--- config.mk ---
export PLATFORM = sky130hd
export DESIGN_NAME = key_event_decoder
export DESIGN_NICKNAME = d
export VERILOG_FILES = /design/src/rtl/key_event_decoder.sv
export SDC_FILE = /design/constraint.sdc
export NUM_CORES = 1
export LEC_CHECK = 0
export ABC_AREA = 1
export ABC_CLOCK_PERIOD_IN_PS = 2870
export BUFFER_PORTS_ARGS = -buffer_cell sky130_fd_sc_hd__clkbuf_2
export CAP_MARGIN = 20
export CORE_MARGIN = 4
export CORE_UTILIZATION = 53
export CTS_CLUSTER_DIAMETER = 80
export DETAILED_ROUTE_END_ITERATION = 7
export GPL_ROUTABILITY_DRIVEN = 1
export PLACE_DENSITY = 0.68
export SLEW_MARGIN = 5
export SYNTH_ARGS = -nofsm -noshare
export SYNTH_HDL_FRONTEND = slang
export SYNTH_SLANG_ARGS = --single-unit
--- constraint.sdc ---
create_clock -name clk -period 2.87 [get_ports clk]
set_input_delay 0.574 -clock clk [delete_from_list [all_inputs] [get_ports clk]]
set_output_delay 0.574 -clock clk [all_outputs]
set_load 0.01 [all_outputs]
--- src/rtl/key_event_decoder.sv ---
// Turns a debounced key level into one-cycle click / double-click / long-press events.
// Macro KEY_EVT_DOUBLE_EN builds the double-click path (WAIT_GAP, PRESS2); without it a release emits click at once.
module key_event_decoder #(
  parameter bit ACTIVE_LOW  = 1'b1,
  parameter int LONG_CYCLES = 50_000_000,
  parameter int DOUBLE_GAP  = 12_500_000
) (
  input  logic clk,
  input  logic rst_n,
  input  logic clean_key,
  output logic key_pressed,
  output logic click,
  output logic double_click,
  output logic long_press,
  output logic busy
);

  // state      | meaning
  // IDLE       | no key activity, waiting for a press
  // PRESS1     | first press held, timing toward long press
  // WAIT_GAP   | first press released, timing the double-click window
  // PRESS2     | second press held, timing toward long press
  // LONG_HELD  | long press reported, waiting for release

  localparam int MAXC = (LONG_CYCLES > DOUBLE_GAP) ? LONG_CYCLES : DOUBLE_GAP;
  localparam int CW   = (MAXC > 1) ? $clog2(MAXC) : 1;
  localparam logic [CW-1:0] LONG_TC = CW'(LONG_CYCLES - 1);
`ifdef KEY_EVT_DOUBLE_EN
  localparam logic [CW-1:0] GAP_TC  = CW'(DOUBLE_GAP - 1);
`endif

  typedef enum logic [2:0] {
    ST_IDLE,
    ST_PRESS1,
`ifdef KEY_EVT_DOUBLE_EN
    ST_WAIT_GAP,
    ST_PRESS2,
`endif
    ST_LONG_HELD
  } state_t;

  state_t        state_q;
  logic [CW-1:0] cnt_q;
  logic          key_pressed_q;
  logic          click_q;
  logic          dbl_q;
  logic          long_q;
  logic          busy_q;
  logic          p;

  assign p = (clean_key == !ACTIVE_LOW);

  always_ff @(posedge clk or negedge rst_n) begin
    if (!rst_n) begin
      state_q       <= ST_IDLE;
      cnt_q         <= '0;
      key_pressed_q <= 1'b0;
      click_q       <= 1'b0;
      dbl_q         <= 1'b0;
      long_q        <= 1'b0;
      busy_q        <= 1'b0;
    end else begin
      key_pressed_q <= p;
      click_q       <= 1'b0;
      dbl_q         <= 1'b0;
      long_q        <= 1'b0;
      case (state_q)
        ST_IDLE: begin
          cnt_q <= '0;
          if (p) begin
            state_q <= ST_PRESS1;
            busy_q  <= 1'b1;
          end
        end
        ST_PRESS1: begin
          // a release on the threshold edge still counts as a short press
          if (!p) begin
            cnt_q <= '0;
`ifdef KEY_EVT_DOUBLE_EN
            state_q <= ST_WAIT_GAP;
`else
            click_q <= 1'b1;
            state_q <= ST_IDLE;
            busy_q  <= 1'b0;
`endif
          end else if (cnt_q == LONG_TC) begin
            long_q  <= 1'b1;
            state_q <= ST_LONG_HELD;
            cnt_q   <= '0;
          end else begin
            cnt_q <= cnt_q + CW'(1);
          end
        end
`ifdef KEY_EVT_DOUBLE_EN
        ST_WAIT_GAP: begin
          if (p) begin
            state_q <= ST_PRESS2;
            cnt_q   <= '0;
          end else if (cnt_q == GAP_TC) begin
            click_q <= 1'b1;
            state_q <= ST_IDLE;
            busy_q  <= 1'b0;
            cnt_q   <= '0;
          end else begin
            cnt_q <= cnt_q + CW'(1);
          end
        end
        ST_PRESS2: begin
          // a second press held long enough swallows the pending click
          if (!p) begin
            dbl_q   <= 1'b1;
            state_q <= ST_IDLE;
            busy_q  <= 1'b0;
            cnt_q   <= '0;
          end else if (cnt_q == LONG_TC) begin
            long_q  <= 1'b1;
            state_q <= ST_LONG_HELD;
            cnt_q   <= '0;
          end else begin
            cnt_q <= cnt_q + CW'(1);
          end
        end
`endif
        ST_LONG_HELD: begin
          cnt_q <= '0;
          if (!p) begin
            state_q <= ST_IDLE;
            busy_q  <= 1'b0;
          end
        end
        default: begin
          state_q <= ST_IDLE;
          cnt_q   <= '0;
          busy_q  <= 1'b0;
        end
      endcase
    end
  end

  assign key_pressed  = key_pressed_q;
  assign click        = click_q;
  assign double_click = dbl_q;
  assign long_press   = long_q;
  assign busy         = busy_q;

endmodule
; After elaboration in Yosys (flattened, before gate mapping)
; Index checks and enable logic that the tools add are counted.
[word_totals]
regBits = 33
inputBits = 3
output_inout_bits = 5
elab_cells = 35
[op_classes]
addsub = 1
eq_ne = 7
mux = 16
n_bitwise = 1
reduce_logical = 4
[op_table]
columns = op, n
row1 = 26-bit two-way mux, 3
row2 = "26-bit by 1-bit adder with 26-bit output, second input constant", 1
row3 = "26-bit equality test, second input constant", 1
row4 = 3-bit two-way mux, 4
row5 = 3-bit one-hot mux with 3 select lines, 1
row6 = 1-bit two-way mux, 7
row7 = "2-bit != test, second input constant", 2
row8 = "3-bit by 1-bit equality test with 1-bit output, second input constant", 1
row9 = "3-bit by 2-bit equality test with 1-bit output, second input constant", 1
row10 = 3-bit zero test, 1
row11 = "3-bit != test, second input constant", 1
row12 = 3-bit AND reduction, 1
row13 = "2-bit by 1-bit != test with 1-bit output, second input constant", 1
row14 = 1-bit one-hot mux with 2 select lines, 1
row15 = 2-bit AND reduction, 1
row16 = 2-bit OR reduction, 1
row17 = 1-bit inverter, 1

; Longest topological paths before layout
[logic_depth]
word_depth = 4
depth_mapped = 10
ltp_nobuf = 10

; Worst setup path before layout
; No wires, ideal clock.
[synth_path]
kind = register to register
start = register cnt_q[0]
end = register cnt_q[24]
setup_ns = 0.071
t_arrival_ns = 1.355
t_required_ns = 2.799
path_slack_ns = 1.444
stages_incl_launch_ff = 10
n_path_buf = 1
period_less_slack_ns = 1.426
cell_sequence = dfrtp_1 -> ha_1 -> nand2_1 -> nor2_4 -> nand2_1 -> nor2_2 -> a21oi_1 -> buf_2 -> nand2_1 -> nor2_1
[synth_via]
elab_chain_len = 4
elab_cells_between_ends = 5
classes_between = 1 x add/sub / 1 x eq/ne / 3 x mux
[synth_lines]
columns = item, line
row1 = start: declaration, 43  ; logic [CW-1:0] cnt_q;
row2 = start signal: assignment, 91  ; cnt_q <= cnt_q + CW'(1);
row3 = 26-bit by 1-bit adder with 26-bit output or 26-bit equality test (tied branches), "91, 86"
row4 = 26-bit two-way mux *, 86  ; end else if (cnt_q == LONG_TC) begin
row5 = 26-bit two-way mux *, 77  ; if (!p) begin
row6 = 26-bit two-way mux *, 67  ; case (state_q)
; Every way passes the cells marked *; elsewhere a longest branch is shown, timed or not.
; A chain may end at the register's enable or synchronous reset.

; Worst setup path in the final report
[layout_path]
start = register cnt_q[0]
end = register cnt_q[2]
; The elaborated chain is that of the path after synthesis.

==> impl_metrics.ini <==
[yosys]
ys_types = 24
avgSynthCellArea_um2 = 7.50
seq_area_frac_synth_pct = 43.0
synth_area_um2 = 1860
synth_warnings = 0
synth-seq-cells = 32
syn_nets = 255
synth-xor-area-share_pct = 2.82
synth_compound_area_share_pct = 1.88
synth_mux_area_share_pct = 0.538
synthCells = 248
synth_top_family_by_area = simple AND/OR/NAND/NOR gates
synth_adder_area_share_pct = 2.69
synth-simple-area-share_pct = 41.5

[sta]
slew_viol_final = 0
slew_headroom_pct = 47.7
fin_worst_skew_ps = 3.91
fin_tns_setup_ps = 0
grt_setup_unrepaired = no
final_hold_viol_count = 0
finalCritPeriodShare_pct = 63.2
tightest_slew_ps = 784
fin_crit_ps = 1810
hold_slack_ps = 301
setup_violations = 0
fmax_mhz = 551

[setup_path]
crit_path_end_kind = register
r2r_start = cnt_q[0]
ff2ff_setup_slack_ps = 1060
r2r_end = cnt_q[2]
cp-start-kind = register
crit_path_max_fanout = 6
reg2regPathDepth = 9
critical_path_required_ps = 3140
crit_start = cnt_q[0]
worstSetupPathType = register to register
endpoint = cnt_q[2]
arrival_ps = 2090

[routing]
drt_first_pass_iters = 4
vias = 1476
via_per_inst = 4.82
routedWlPerCell_um = 11.6
drc_errors = 0
drt-total-wl_mm = 3.55
ant_nets = 0
drtIter0Drc = 75

[floorplan]
die_area_um2 = 4520
initial_core_util_pct = 55.3
fp.dieH_um = 67.3
rows = 21
io_pins = 8
die_w_um = 67.3
core_area_um2 = 3360

[clocking]
numCtsBuffers = 5
hold_buffers = 0
cts_tree = built
ctsLongestPathBuffers = 2
clk_latency_ps = 340
cts_setup_buffers = 0
h-tree-depth = 2
post_cts_resized = 0
clock_sinks = 32
root_buffer = clkbuf_4
clkTransAtPathRegs_ps = 90

[layout]
seq_area_um2 = 801
multi_input_area_um2 = 923
final_layout_size_suffix_gt1_share_pct = 13.8
syn_to_final_growth_pct = 6.99
fillCellCount = 328
antennaDiodeCount = 0
nets = 266

[global_routing]
grt_max_degree = 33
grt_pass1_wl_mm = 6.11
overflow = 0
grt_pass1_vias = 1356
track_usage_pct = 18.6
antenna_found_initial = 0

[flow_run]
drv_cap = 0

[run_status]
status = complete, no violations

[worst_hold_path]
hold_path_class = primary input to async pin

[power_and_ir_drop]
power_density_nw_per_um2 = 465
p_leak_uw = 0.000916
worst_ir_drop_vdd_v = 0.000396

[place]
port_buffers = 6
dp_hpwl_mm = 2.63
gp_congestion = 0.862
[critical path, cell delays in order (launching register included)]
cell and delay [ps]:
dfrtp_1 410, ha_1 220, nand2_1 150, nor2_4 70, nand2_1 80, nor2_2 40
a21oi_1 410, buf_4 240, nand2_1 50, nor2_1 80
[metal layers]
layer	GRT usage, %	part of all wire [%]	up-vias
li1	-	-	784
met1	24.7	51	668
met2	28.2	44	18
met3	4.99	4.0	6
met4	8.35	1.9	0
met5	0	0	-
[layout by cell type, fill, tap and decap left out, drive strengths merged]
master / count
a21oi: 7
buf: 1
clkbuf: 14
conb: 1
dfrtp: 32
ha: 4
inv: 30
mux2i: 1
nand2: 69
nand3: 11
nand3b: 1
nand4: 2
nor2: 65
nor3: 16
xnor2: 3
xor2: 3
[how the worst min path moves through the flow]
stage,start,end,slack [ps],cells after the start
finish,rst_n,cnt_q[5],300,1
global route,rst_n,cnt_q[3],340,1
CTS,rst_n,cnt_q[5],320,1
detailed placement,cnt_q[0],cnt_q[0],450,1
global placement,cnt_q[0],cnt_q[0],440,1
floorplan,rst_n,busy,280,0
[flip-flops by register name (all words and copies together), names as in the netlist]
register	count
busy	1
state_q	2
cnt_q	26
key_pressed	1
click	1
long_press	1
[report_power, final]
part           internal (uW)  switching [uW]
Clock                    121             149
Combinational           56.4             111
Sequential               476            14.1
Total                    653             274
[stage by stage]
step | power, uW | cell area [um^2] | setup slack [ps] | utilization (%) | instances
2_1_floorplan | 621 | 1860 | 1440 | - | 248
3_3_place_gp | 666 | 1930 | 1120 | 57.4 | 298
3_5_place_dp | 668 | 1930 | 1050 | 57.4 | 298
4_1_cts | 942 | 1990 | 1040 | 59.2 | 306
5_1_grt | 990 | 1990 | 846 | 59.2 | 306
6_report | 927 | 1990 | 1060 | 59.2 | 306
[cells in the mapped netlist]
cell / instances / area share [%]
a21oi_1: 7 / 1.9
buf_2: 1 / 0.27
buf_4: 1 / 0.40
buf_6: 1 / 0.61
conb_1: 1 / 0.20
dfrtp_1: 32 / 43
ha_1: 4 / 2.7
inv_1: 28 / 5.6
inv_2: 2 / 0.40
mux2i_1: 1 / 0.54
nand2_1: 63 / 13
nand2_2: 4 / 1.3
nand2_4: 2 / 1.2
nand3_1: 8 / 2.2
nand3_2: 3 / 1.6
nand3b_1: 1 / 0.40
nand4_1: 2 / 0.67
nor2_1: 53 / 11
nor2_2: 5 / 1.7
nor2_4: 6 / 3.6
nor2_8: 1 / 1.1
nor3_1: 16 / 4.3
xnor2_1: 3 / 1.4
xor2_1: 3 / 1.4
[layout make-up]
class / count / share of cell area, %
sequential: 32 / 40.2
multi-input combinational: 183 / 46.4
timing repair buffer: 7 / 1.89
clock buffer: 8 / 2.95
inverter: 30 / 5.66
tap: 46 / 2.89
[kinds of logic (layout without fill, tap and decap cells)]
family / Yosys count / count (layout)
AND/OR/NAND/NOR: 164 / 164
AO/OA/AOI/OAI: 7 / 7
multiplexers: 1 / 1
adder cells (fa/ha/maj): 4 / 4
flip-flops: 32 / 32
other: 1 / 1
XOR/XNOR: 6 / 6
buffers and inverters: 33 / 45
(Power assumes the default switching activity.)
